==> src/rtl/alu_seq_pkg.sv <==
`default_nettype none
// ============================================================================
// Module      : alu_pkg
// Description : Shared types and defaults for the alu_seq sequencer and its
//               combinational execute unit (opcodes, FSM states, widths).
// Revision    : 1.0 - initial release
// ============================================================================
package alu_pkg;

    localparam int XLEN_DEF = 32;
    localparam int SHW_DEF  = 5;

    // 4-bit opcode encodings; any code not listed passes opA through
    typedef enum logic [3:0] {
        OP_ADD  = 4'h0,
        OP_SUB  = 4'h1,
        OP_XOR  = 4'h2,
        OP_OR   = 4'h3,
        OP_AND  = 4'h4,
        OP_SLT  = 4'h5,
        OP_SLTU = 4'h6,
        OP_SLL  = 4'h7,
        OP_SRL  = 4'h8,
        OP_SRA  = 4'h9,
        OP_PASS = 4'hF
    } alu_op_e;

    typedef enum logic [1:0] {
        IDLE  = 2'd0,
        SHIFT = 2'd1,
        DONE  = 2'd2
    } alu_seq_state_e;

    // True for the three shift opcodes, which take the shift path
    function automatic logic is_shift(input logic [3:0] sel);
        return (sel == OP_SLL) || (sel == OP_SRL) || (sel == OP_SRA);
    endfunction

endpackage
`default_nettype wire

==> src/rtl/alu_seq_if.sv <==
`default_nettype none
// ============================================================================
// Module      : alu_seq_if
// Description : Request/response bundle between the two requesters plus the
//               result consumer (master) and the alu_seq sequencer (slave).
// Revision    : 1.0 - initial release
// ============================================================================
interface alu_seq_if #(
    parameter int XLEN = 32
);
    logic [1:0]            req_valid;
    logic [1:0]            req_ready;
    logic [1:0][XLEN-1:0]  req_opA;
    logic [1:0][XLEN-1:0]  req_opB;
    logic [1:0][3:0]       req_sel;
    logic                  rsp_valid;
    logic                  rsp_ready;
    logic                  rsp_id;
    logic [XLEN-1:0]       rsp_data;
    logic                  busy;

    modport master (
        output req_valid, req_opA, req_opB, req_sel, rsp_ready,
        input  req_ready, rsp_valid, rsp_id, rsp_data, busy
    );

    modport slave (
        input  req_valid, req_opA, req_opB, req_sel, rsp_ready,
        output req_ready, rsp_valid, rsp_id, rsp_data, busy
    );
endinterface
`default_nettype wire

==> src/rtl/alu_seq_exec.sv <==
`default_nettype none
// ============================================================================
// Module      : alu_exec
// Description : Purely combinational execute unit: full result for the
//               non-shift opcodes and a one-bit step for the shift opcodes.
// Revision    : 1.0 - initial release
// ============================================================================
module alu_exec
    import alu_pkg::*;
#(
    parameter int XLEN = XLEN_DEF
) (
    input  logic [XLEN-1:0] i_op_a,
    input  logic [XLEN-1:0] i_op_b,
    input  logic [3:0]      i_sel,
    input  logic [XLEN-1:0] i_step_in,
    input  logic [3:0]      i_step_sel,
    output logic [XLEN-1:0] o_result,
    output logic [XLEN-1:0] o_step
);

    // Non-shift result; shift codes fall through to opA (handled by the sequencer)
    always_comb begin
        o_result = i_op_a;
        case (i_sel)
            OP_ADD:  o_result = i_op_a + i_op_b;
            OP_SUB:  o_result = i_op_a - i_op_b;
            OP_XOR:  o_result = i_op_a ^ i_op_b;
            OP_OR:   o_result = i_op_a | i_op_b;
            OP_AND:  o_result = i_op_a & i_op_b;
            OP_SLT:  o_result = {{(XLEN-1){1'b0}}, ($signed(i_op_a) < $signed(i_op_b))};
            OP_SLTU: o_result = {{(XLEN-1){1'b0}}, (i_op_a < i_op_b)};
            default: o_result = i_op_a;
        endcase
    end

    // Single-bit shift step in the direction/type given by the latched opcode
    always_comb begin
        o_step = i_step_in;
        case (i_step_sel)
            OP_SLL:  o_step = {i_step_in[XLEN-2:0], 1'b0};
            OP_SRL:  o_step = {1'b0, i_step_in[XLEN-1:1]};
            OP_SRA:  o_step = {i_step_in[XLEN-1], i_step_in[XLEN-1:1]};
            default: o_step = i_step_in;
        endcase
    end

endmodule
`default_nettype wire

==> src/rtl/alu_seq.sv <==
`default_nettype none
// ============================================================================
// Module      : alu_seq
// Description : Round-robin sequencer for two requesters in front of a shared
//               integer ALU. One operation in flight; shifts iterate one bit
//               per cycle unless ALU_SEQ_FAST_SHIFT_EN is defined, in which
//               case a single-cycle shifter is used and SHIFT is not built.
// Revision    : 1.0 - initial release
// ============================================================================
module alu_seq
    import alu_pkg::*;
#(
    parameter int XLEN = XLEN_DEF,
    parameter int SHW  = SHW_DEF
) (
    input  logic       clk,
    input  logic       rst_n,
    alu_seq_if.slave   bus
);

    alu_seq_state_e  r_state;
    logic            r_last;
    logic            r_id;
    logic [XLEN-1:0] r_acc;
`ifndef ALU_SEQ_FAST_SHIFT_EN
    logic [3:0]      r_sel;
    logic [SHW-1:0]  r_cnt;
`endif

    logic            w_gnt;
    logic [1:0]      w_ready;
    logic            w_accept;
    logic [XLEN-1:0] w_op_a;
    logic [XLEN-1:0] w_op_b;
    logic [3:0]      w_sel;
    logic [SHW-1:0]  w_shamt;
    logic [XLEN-1:0] w_result;
    logic [XLEN-1:0] w_step;

    // Round-robin pick: contested -> the port not granted last time
    always_comb begin
        w_gnt   = bus.req_valid[1];
        w_ready = 2'b00;
        if (bus.req_valid == 2'b11) begin
            w_gnt = ~r_last;
        end
        if (rst_n && (r_state == IDLE) && (bus.req_valid != 2'b00)) begin
            w_ready = w_gnt ? 2'b10 : 2'b01;
        end
    end

    assign w_accept      = |w_ready;
    assign w_op_a        = bus.req_opA[w_gnt];
    assign w_op_b        = bus.req_opB[w_gnt];
    assign w_sel         = bus.req_sel[w_gnt];
    assign w_shamt       = w_op_b[SHW-1:0];

    assign bus.req_ready = w_ready;
    assign bus.rsp_valid = (r_state == DONE);
    assign bus.rsp_data  = r_acc;
    assign bus.rsp_id    = r_id;
    assign bus.busy      = (r_state != IDLE);

    alu_exec #(
        .XLEN       (XLEN)
    ) u_exec (
        .i_op_a     (w_op_a),
        .i_op_b     (w_op_b),
        .i_sel      (w_sel),
        .i_step_in  (r_acc),
`ifndef ALU_SEQ_FAST_SHIFT_EN
        .i_step_sel (r_sel),
`else
        .i_step_sel (w_sel),
`endif
        .o_result   (w_result),
        .o_step     (w_step)
    );

`ifdef ALU_SEQ_FAST_SHIFT_EN
    logic [XLEN-1:0] w_shift_full;

    // Single-cycle shifter used only in the fast build
    always_comb begin
        w_shift_full = w_op_a;
        case (w_sel)
            OP_SLL:  w_shift_full = w_op_a << w_shamt;
            OP_SRL:  w_shift_full = w_op_a >> w_shamt;
            OP_SRA:  w_shift_full = $signed(w_op_a) >>> w_shamt;
            default: w_shift_full = w_op_a;
        endcase
    end
`endif

    // Sequencer FSM: accept in IDLE, iterate in SHIFT, hold result in DONE
    always_ff @(posedge clk) begin
        if (!rst_n) begin
            r_state <= IDLE;
            r_last  <= 1'b1;
            r_id    <= 1'b0;
            r_acc   <= '0;
`ifndef ALU_SEQ_FAST_SHIFT_EN
            r_sel   <= 4'h0;
            r_cnt   <= '0;
`endif
        end else begin
            case (r_state)
                IDLE: begin
                    if (w_accept) begin
                        r_id   <= w_gnt;
                        r_last <= w_gnt;
                        if (is_shift(w_sel)) begin
`ifdef ALU_SEQ_FAST_SHIFT_EN
                            r_acc   <= w_shift_full;
                            r_state <= DONE;
`else
                            r_acc <= w_op_a;
                            r_sel <= w_sel;
                            if (w_shamt == '0) begin
                                r_state <= DONE;
                            end else begin
                                r_cnt   <= w_shamt;
                                r_state <= SHIFT;
                            end
`endif
                        end else begin
                            r_acc   <= w_result;
                            r_state <= DONE;
                        end
                    end
                end
`ifndef ALU_SEQ_FAST_SHIFT_EN
                SHIFT: begin
                    r_acc <= w_step;
                    r_cnt <= r_cnt - 1'b1;
                    if (r_cnt == SHW'(1)) begin
                        r_state <= DONE;
                    end
                end
`endif
                DONE: begin
                    if (bus.rsp_ready) begin
                        r_state <= IDLE;
                    end
                end
                default: r_state <= IDLE;
            endcase
        end
    end

endmodule
`default_nettype wire

==> src/flat_wrapper.sv <==
// flat-port wrapper written by rule: the top's interface ports become plain ports
module alu_seq_flat import alu_pkg::*;
#(
    parameter int XLEN = XLEN_DEF,
    parameter int SHW  = SHW_DEF
)
  (clk, rst_n, bus_req_valid, bus_req_opA, bus_req_opB, bus_req_sel, bus_rsp_ready, bus_req_ready, bus_rsp_valid, bus_rsp_id, bus_rsp_data, bus_busy);
  alu_seq_if #(.XLEN(XLEN)) bus_i ();
  input  logic clk;
  input  logic rst_n;
  input wire logic [$bits(bus_i.req_valid)-1:0] bus_req_valid;
  input wire logic [$bits(bus_i.req_opA)-1:0] bus_req_opA;
  input wire logic [$bits(bus_i.req_opB)-1:0] bus_req_opB;
  input wire logic [$bits(bus_i.req_sel)-1:0] bus_req_sel;
  input wire logic [$bits(bus_i.rsp_ready)-1:0] bus_rsp_ready;
  output wire logic [$bits(bus_i.req_ready)-1:0] bus_req_ready;
  output wire logic [$bits(bus_i.rsp_valid)-1:0] bus_rsp_valid;
  output wire logic [$bits(bus_i.rsp_id)-1:0] bus_rsp_id;
  output wire logic [$bits(bus_i.rsp_data)-1:0] bus_rsp_data;
  output wire logic [$bits(bus_i.busy)-1:0] bus_busy;
  assign bus_i.req_valid = bus_req_valid;
  assign bus_i.req_opA = bus_req_opA;
  assign bus_i.req_opB = bus_req_opB;
  assign bus_i.req_sel = bus_req_sel;
  assign bus_i.rsp_ready = bus_rsp_ready;
  assign bus_req_ready = bus_i.req_ready;
  assign bus_rsp_valid = bus_i.rsp_valid;
  assign bus_rsp_id = bus_i.rsp_id;
  assign bus_rsp_data = bus_i.rsp_data;
  assign bus_busy = bus_i.busy;
  alu_seq #(.XLEN(XLEN), .SHW(SHW)) u_core (.clk(clk), .rst_n(rst_n), .bus(bus_i));
endmodule
==> config.mk <==
export PLATFORM = sky130hd
export DESIGN_NAME = alu_seq_flat
export DESIGN_NICKNAME = d
export VERILOG_FILES = /design/src/rtl/alu_seq_pkg.sv /design/src/rtl/alu_seq_if.sv /design/src/rtl/alu_seq_exec.sv /design/src/rtl/alu_seq.sv /design/src/flat_wrapper.sv
export SDC_FILE = /design/constraint.sdc
export NUM_CORES = 1
export LEC_CHECK = 0
export CAP_MARGIN = 0
export CORE_ASPECT_RATIO = 1.4
export CORE_MARGIN = 4
export CORE_UTILIZATION = 35
export DETAILED_ROUTE_END_ITERATION = 7
export HOLD_SLACK_MARGIN = 0.1
export PLACE_DENSITY = 0.58
export SLEW_MARGIN = 0
export SYNTH_ARGS = -nofsm -noshare
export SYNTH_HDL_FRONTEND = slang
export SYNTH_SLANG_ARGS = --single-unit
==> constraint.sdc <==
create_clock -name clk -period 6.3 [get_ports clk]
set_input_delay 0.63 -clock clk [delete_from_list [all_inputs] [get_ports clk]]
set_output_delay 0.63 -clock clk [all_outputs]
set_load 0.02 [all_outputs]
==> results of run 1 <==
layout make-up:
| cell class | instances | area, um2 |
|---|---|---|
| flip-flops and latches | 45 | 901 |
| well taps | 315 | 394 |
| clock buffers | 5 | 125 |
| inverters | 98 | 368 |
| clock inverters | 3 | 25.0 |
| repair buffers | 212 | 2050 |
| multi-input cells | 1028 | 7260 |
| fillers | 2633 | 13700 |
power breakdown:
part / internal [mW] / switching [mW] / leakage (nW)
registers: 0.320 / 0.0507 / 0.370
clock network: 0.150 / 0.140 / 0.0704
logic: 0.525 / 0.783 / 4.05
total: 0.995 / 0.974 / 4.49
worst register-to-register path: cells and delay by family, from the launching register on:
kind	cells	cell delay [ns]
AOI/OAI and AO/OA	8	2.28
adders and majority gates	1	0.51
buffers and inverters	2	0.66
DFF	1	0.34
muxes	1	0.36
and+or+nand+nor	2	0.52
metal layers:
layer	track usage (%)	vias to the layer above	wire length (um)
li1	-	4845	-
met1	33.8	4794	15900
met2	43.4	416	17500
met3	3.23	55	2620
met4	5.85	2	737
met5	0	-	17
worst paths after layout:
check	to	slack, ns	cells past startpoint
max	u_core.bus.rsp_data[28]$_SDFFE_PN0P_	1.08	15
min	u_core.r_cnt[4]$_SDFFE_PN0P_	0.47	1
min reg2reg	u_core.r_cnt[4]$_SDFFE_PN0P_	0.47	1
max reg2reg	u_core.bus.rsp_data[28]$_SDFFE_PN0P_	1.59	14
Yosys cell counts (25+ instances only):
cell type	n	area, um2
a21oi_1	140	701
nand2_1	117	439
ha_1	109	1360
nor2_1	98	368
inv_1	97	364
o21ai_0	96	480
mux2i_1	58	581
clkbuf_1	49	184
dfxtp_1	45	901
mux2_2	40	450
nor3_1	32	160
a211oi_1	25	188
metrics by stage:
stage	setup WS, ns	cell area, um2	utilization, %
after floorplan	1.39	8870	-
after global placement	0.863	11000	44.2
after detailed placement	0.794	11000	44.2
after CTS	1.10	11100	44.8
after global routing	0.736	11100	44.8
final	1.08	11100	44.8
cell families after synthesis:
group	count (synthesis)
AO/OA/AOI/OAI	452
AND/OR/NAND/NOR	351
multiplexers	104
XOR/XNOR	10
flip-flops	45
buffers and inverters	180
adder cells (fa/ha/maj)	111
registers in the layout, summed over array words and instances, names as in the netlist:
signal / flops
u_core.r_state: 2
u_core.bus.rsp_id: 1
u_core.r_last: 1
u_core.r_cnt: 5
u_core.r_sel: 4
u_core.bus.rsp_data: 32
==> reports/results.ini, run 1 <==
[clocking]
postCtsSetupBuffers=0
numCtsBuffers=5
cts-root-buf=clkbuf_16
ctsResizeCount=0
cts_tree=done
cts_max_level=2
cts_hold_buf=0
clk_latency_ns=0.30
path_clk_slew_ns=0.08
cts.path.max_buffers=2
cts.sinks=45

[synthesis]
synth_nets=1505
yosys_warnings=0
synth_edf_count=0
synth-seq-area-share_pct=10.2
async_flop_share_pct=0
ys.flop_type=dfxtp_1
synth_top_family_by_area=compound AO/OA/AOI/OAI gates
synth-xor-area-share_pct=0.987
synth_simple_gate_area_share_pct=18.5
synth_compound_area_share_pct=33.6
avgSynthCellArea_um2=7.08
synth_seq_cells=45
synthMuxAreaShare_pct=12.7
synth_cell_types=92
synth_area_um2=8870
postSynthCellCount=1253
synthAdderAreaFrac_pct=15.8

[floorplanning]
die_x_um=143
boundaryPins=178
rows=68
initial_utilization_pct=35.7
die_area_um2=28000
coreArea_um2=24800
die_h_um=196

[route]
ant_nets=0
drt_first_iter_violations=817
via_per_inst=5.93
first_pass_iters=6
wl_mm=36.8
vias=10100
wl_per_cell_um=21.6
route.detailed.drc=0

[final_layout]
nets=1642
n_antenna_cell=0
final_cell_mix=clkdlybuf4s50_1 (177), a21oi_1 (140), nand2_1 (117)
synthToLayoutAreaGrowth_pct=25.3
fin_cells=1706
mostFrequentLayoutCell=clkdlybuf4s50_1
layout-drive-gt1-share_pct=8.27

[global_route]
grt_pass1_vias=9915
antenna_found_initial=1
grt_max_degree=50
grt_pass1_wl_mm=56.4
gr-usage-all-layers_pct=25.3
grt_overflow_total=0

[critical_path]
cpLargestDelayFamily=compound AO/OA/AOI/OAI gates
cp-start-kind=input pin
slowest_stage=buf_4
crit_buf_inv=3
cp.arrival_ns=5.47
crit_chain=clkdlybuf4s50_1 -> a21boi_4 -> buf_4 -> mux2i_1 -> inv_1 -> ha_1 -> o21ai_0 -> a311o_1 -> a21oi_2 -> o21ai_2 -> o31a_1 -> o31ai_1 -> a31oi_1 -> or4_1 -> nand3_1
required_ns=6.55
r2r_start=u_core.r_last$_SDFFE_PN1P_
crit_path_end_kind=flop
slowest_delay_ns=0.53
worstSetupPathType=in -> reg
crit_fanout=33
setup.worst_path.start=bus_req_valid[1]

[placed_design]
io_buffers=177
dpl.cell_count=1698
gp_congestion=0.960
dp_hpwl_mm=28.5

[timing]
rsz0062_at_grt=false
finalHoldViolCount=0
skew_ns=0.00763
slew_violations=0
worst_pin_slew_ns=0.782
min_period_ns=5.22
whs_ns=0.467
setup_viol=0
period_share_pct=82.9
fmax_mhz=191
slew_headroom_pct=47.9
fin_tns_setup_ns=0

[pwr]
leakagePower_nw=4.49
pwr_density_cell_nw_per_um2=177
power_mw=1.97
vdd_drop_max_v=0.000103

[status]
outcome=finished clean

[min_path]
hold_path.class=reg -> reg
hp-start=u_core.r_cnt[4]$_SDFFE_PN0P_

[run]
maxCapViolCount=0

No activity file was read; power rests on OpenSTA's default activity.
==> run 2: changes to the inputs <==
Clock period 6.3 ns to 5.2 ns, I/O delays scaled along.
==> reports/results.ini, run 2 (synthesized netlist as in run 1, its figures left out) <==
[status]
outcome=finished clean

[final_layout]
final_cell_mix=clkdlybuf4s50_1 (177), a21oi_1 (139), nand2_1 (117)
fin_cells=1749  ; +2.5%
n_antenna_cell=0  ; unchanged
synthToLayoutAreaGrowth_pct=29.5
nets=1685  ; +2.6%
final_util_pct=46.2  ; +1.5 points
design_area_um2=11500  ; +3.3%
largest_reg_flops=32  ; unchanged
mostFrequentLayoutCell=clkdlybuf4s50_1
layout-drive-gt1-share_pct=11.1  ; +2.8 points

[timing]
rsz0062_at_grt=false
fmax_mhz=202
period_share_pct=95.1
slew_violations=0  ; unchanged
slew_headroom_pct=37.2  ; -11 points
setup_viol=0  ; unchanged
min_period_ns=4.95
finalHoldViolCount=0  ; unchanged
skew_ns=0.0128  ; +0.00517 ns
worst_pin_slew_ns=0.936  ; +0.154 ns
fin_ws_ns=0.254  ; -0.822 ns
whs_ns=0.477  ; +0.00945 ns

[clocking]
path_clk_slew_ns=0.09  ; about the same
cts_tree=done
cts_hold_buf=0  ; unchanged
clk_latency_ns=0.31  ; about the same
cts.sinks=45  ; unchanged
postCtsSetupBuffers=0  ; unchanged
ctsResizeCount=0  ; unchanged
cts_max_level=2  ; unchanged
cts.path.max_buffers=2  ; unchanged
numCtsBuffers=5  ; unchanged
cts-root-buf=clkbuf_16

[floorplanning]
initial_utilization_pct=35.7  ; unchanged
die_x_um=143  ; unchanged
coreArea_um2=24800  ; unchanged
boundaryPins=178  ; unchanged
die_h_um=196  ; unchanged
rows=68  ; unchanged
die_area_um2=28000  ; unchanged

[pwr]
combPwrFrac_pct=65.9  ; -0.5 points
seq_power_share_pct=17.8  ; -1.0 points
pwr_density_cell_nw_per_um2=219  ; +23%
vdd_drop_max_v=0.000132  ; +28%
power.switching_mw=1.21  ; +24%
sw_frac_of_total_pct=48.0  ; -1.4 points
leakagePower_nw=4.72  ; +5.2%
p_int_mw=1.31  ; +31%
clkPwrFrac_pct=16.3  ; +1.6 points

[critical_path]
crit_path_end_kind=flop
r2r_setup_slack_ns=0.66  ; -0.93 ns
r2r_start=u_core.r_last$_SDFFE_PN1P_
cp-start-kind=input pin
worstSetupPathType=in -> reg
worstRegToRegCells=15  ; +1
required_ns=5.45  ; -1.10 ns
crit_fanout=22  ; -33%
r2r_end=u_core.bus.rsp_data[30]$_SDFFE_PN0P_
cp.arrival_ns=5.19  ; -0.28 ns

[global_route]
grt_overflow_total=0  ; unchanged
antenna_found_initial=0  ; -1
grt_pass1_wl_mm=55.8  ; -1.0%
grt_max_degree=49  ; -2.0%
gr-usage-all-layers_pct=25.0  ; -0.28 points
grt_pass1_vias=9987  ; +0.73%

[placed_design]
dp_hpwl_mm=29.3  ; +2.5%
pre_cts_slack_ns=-0.0838  ; -0.878 ns
io_buffers=177  ; unchanged
gp_congestion=0.993  ; +3.4%
dpl.cell_count=1741  ; +2.5%
placed_area_um2=11300  ; +3.1%

[min_path]
hold_path.class=reg -> reg
whs_path_depth=1  ; unchanged
holdPathEnd=u_core.r_cnt[4]$_SDFFE_PN0P_
hp-start=u_core.r_cnt[4]$_SDFFE_PN0P_

[route]
wl_mm=36.8  ; about the same
drt_first_iter_violations=860  ; +5.3%
ant_nets=0  ; unchanged
first_pass_iters=5  ; -1
wl_per_cell_um=21.0  ; -2.6%
route.detailed.drc=0  ; unchanged
vias=10200  ; +1.1%
via_per_inst=5.84  ; -1.4%

[run]
maxCapViolCount=0  ; unchanged

run 2: cell count changes in the layout (fill, tap and decap cells not counted):
cell,change
clkinvlp_4,-1
a21oi_1,-1
bufinv_16,+1
buf_4,+41
buf_6,+1
buf_12,+1
a21oi_2,+1
inv_6,-1
inv_8,+1
run 2: worst max path at each step:
stage	startpoint	end	slack (ns)	cells past startpoint
floorplan	bus_req_valid[1]	u_core.bus.rsp_data[28]$_SDFFE_PN0P_	0.40	19
finish	bus_req_valid[1]	u_core.bus.rsp_data[30]$_SDFFE_PN0P_	0.25	16
global route	bus_req_valid[1]	u_core.bus.rsp_data[30]$_SDFFE_PN0P_	0.03	16
CTS	bus_req_valid[1]	u_core.bus.rsp_data[25]$_SDFFE_PN0P_	0.23	16
detailed placement	bus_req_valid[1]	u_core.bus.rsp_data[25]$_SDFFE_PN0P_	-0.08	16
global placement	bus_req_valid[1]	u_core.bus.rsp_data[25]$_SDFFE_PN0P_	0.06	17
run 2: per-stage QoR:
step / total power, mW / setup TNS [ns]
after floorplan: 1.45 / 0
after global routing: 2.67 / 0
final: 2.51 / 0
after global placement: 2.08 / 0
after detailed placement: 2.08 / -0.0838
after CTS: 2.49 / 0
run 2: critical path: stages:
cell	delay [ns]
clkdlybuf4s50_1	0.50
a21boi_4	0.42
buf_4	0.41
mux2i_1	0.57
inv_1	0.13
ha_1	0.45
a21oi_1	0.30
o21ai_0	0.24
nor4_1	0.39
a21oi_1	0.11
a21oi_1	0.27
o31a_1	0.19
nor2_1	0.07
o2111a_1	0.25
o32ai_1	0.23
a21o_1	0.12
run 2: final cells by class:
| type | count | area (um2) |
|---|---|---|
| Clock inverter | 3 | 50.0 |
| Inverter | 98 | 368 |
| Sequential cell | 45 | 901 |
| Tap cell | 315 | 394 |
| Timing Repair Buffer | 255 | 2390 |
| Multi-Input combinational cell | 1028 | 7260 |
| Fill cell | 2587 | 13400 |
| Clock buffer | 5 | 125 |
run 2: power groups by stage:
stage | clock network (mW) | logic [mW] | registers (mW)
3_3_place_gp | 0 | 1.62 | 0.454
2_1_floorplan | 0 | 0.979 | 0.472
4_1_cts | 0.412 | 1.63 | 0.446
5_1_grt | 0.421 | 1.80 | 0.454
6_report | 0.409 | 1.66 | 0.447
3_5_place_dp | 0 | 1.62 | 0.454
run 2: per-layer routing:
metal,routed length (um),vias to the layer above,share of wire [%],GRT usage [%]
met5,0,-,0,0
met4,1030,0,2.8,7.29
met3,2480,67,6.7,2.52
met2,17400,444,47,42.1
met1,15900,4784,43,33.9
li1,-,4927,-,-
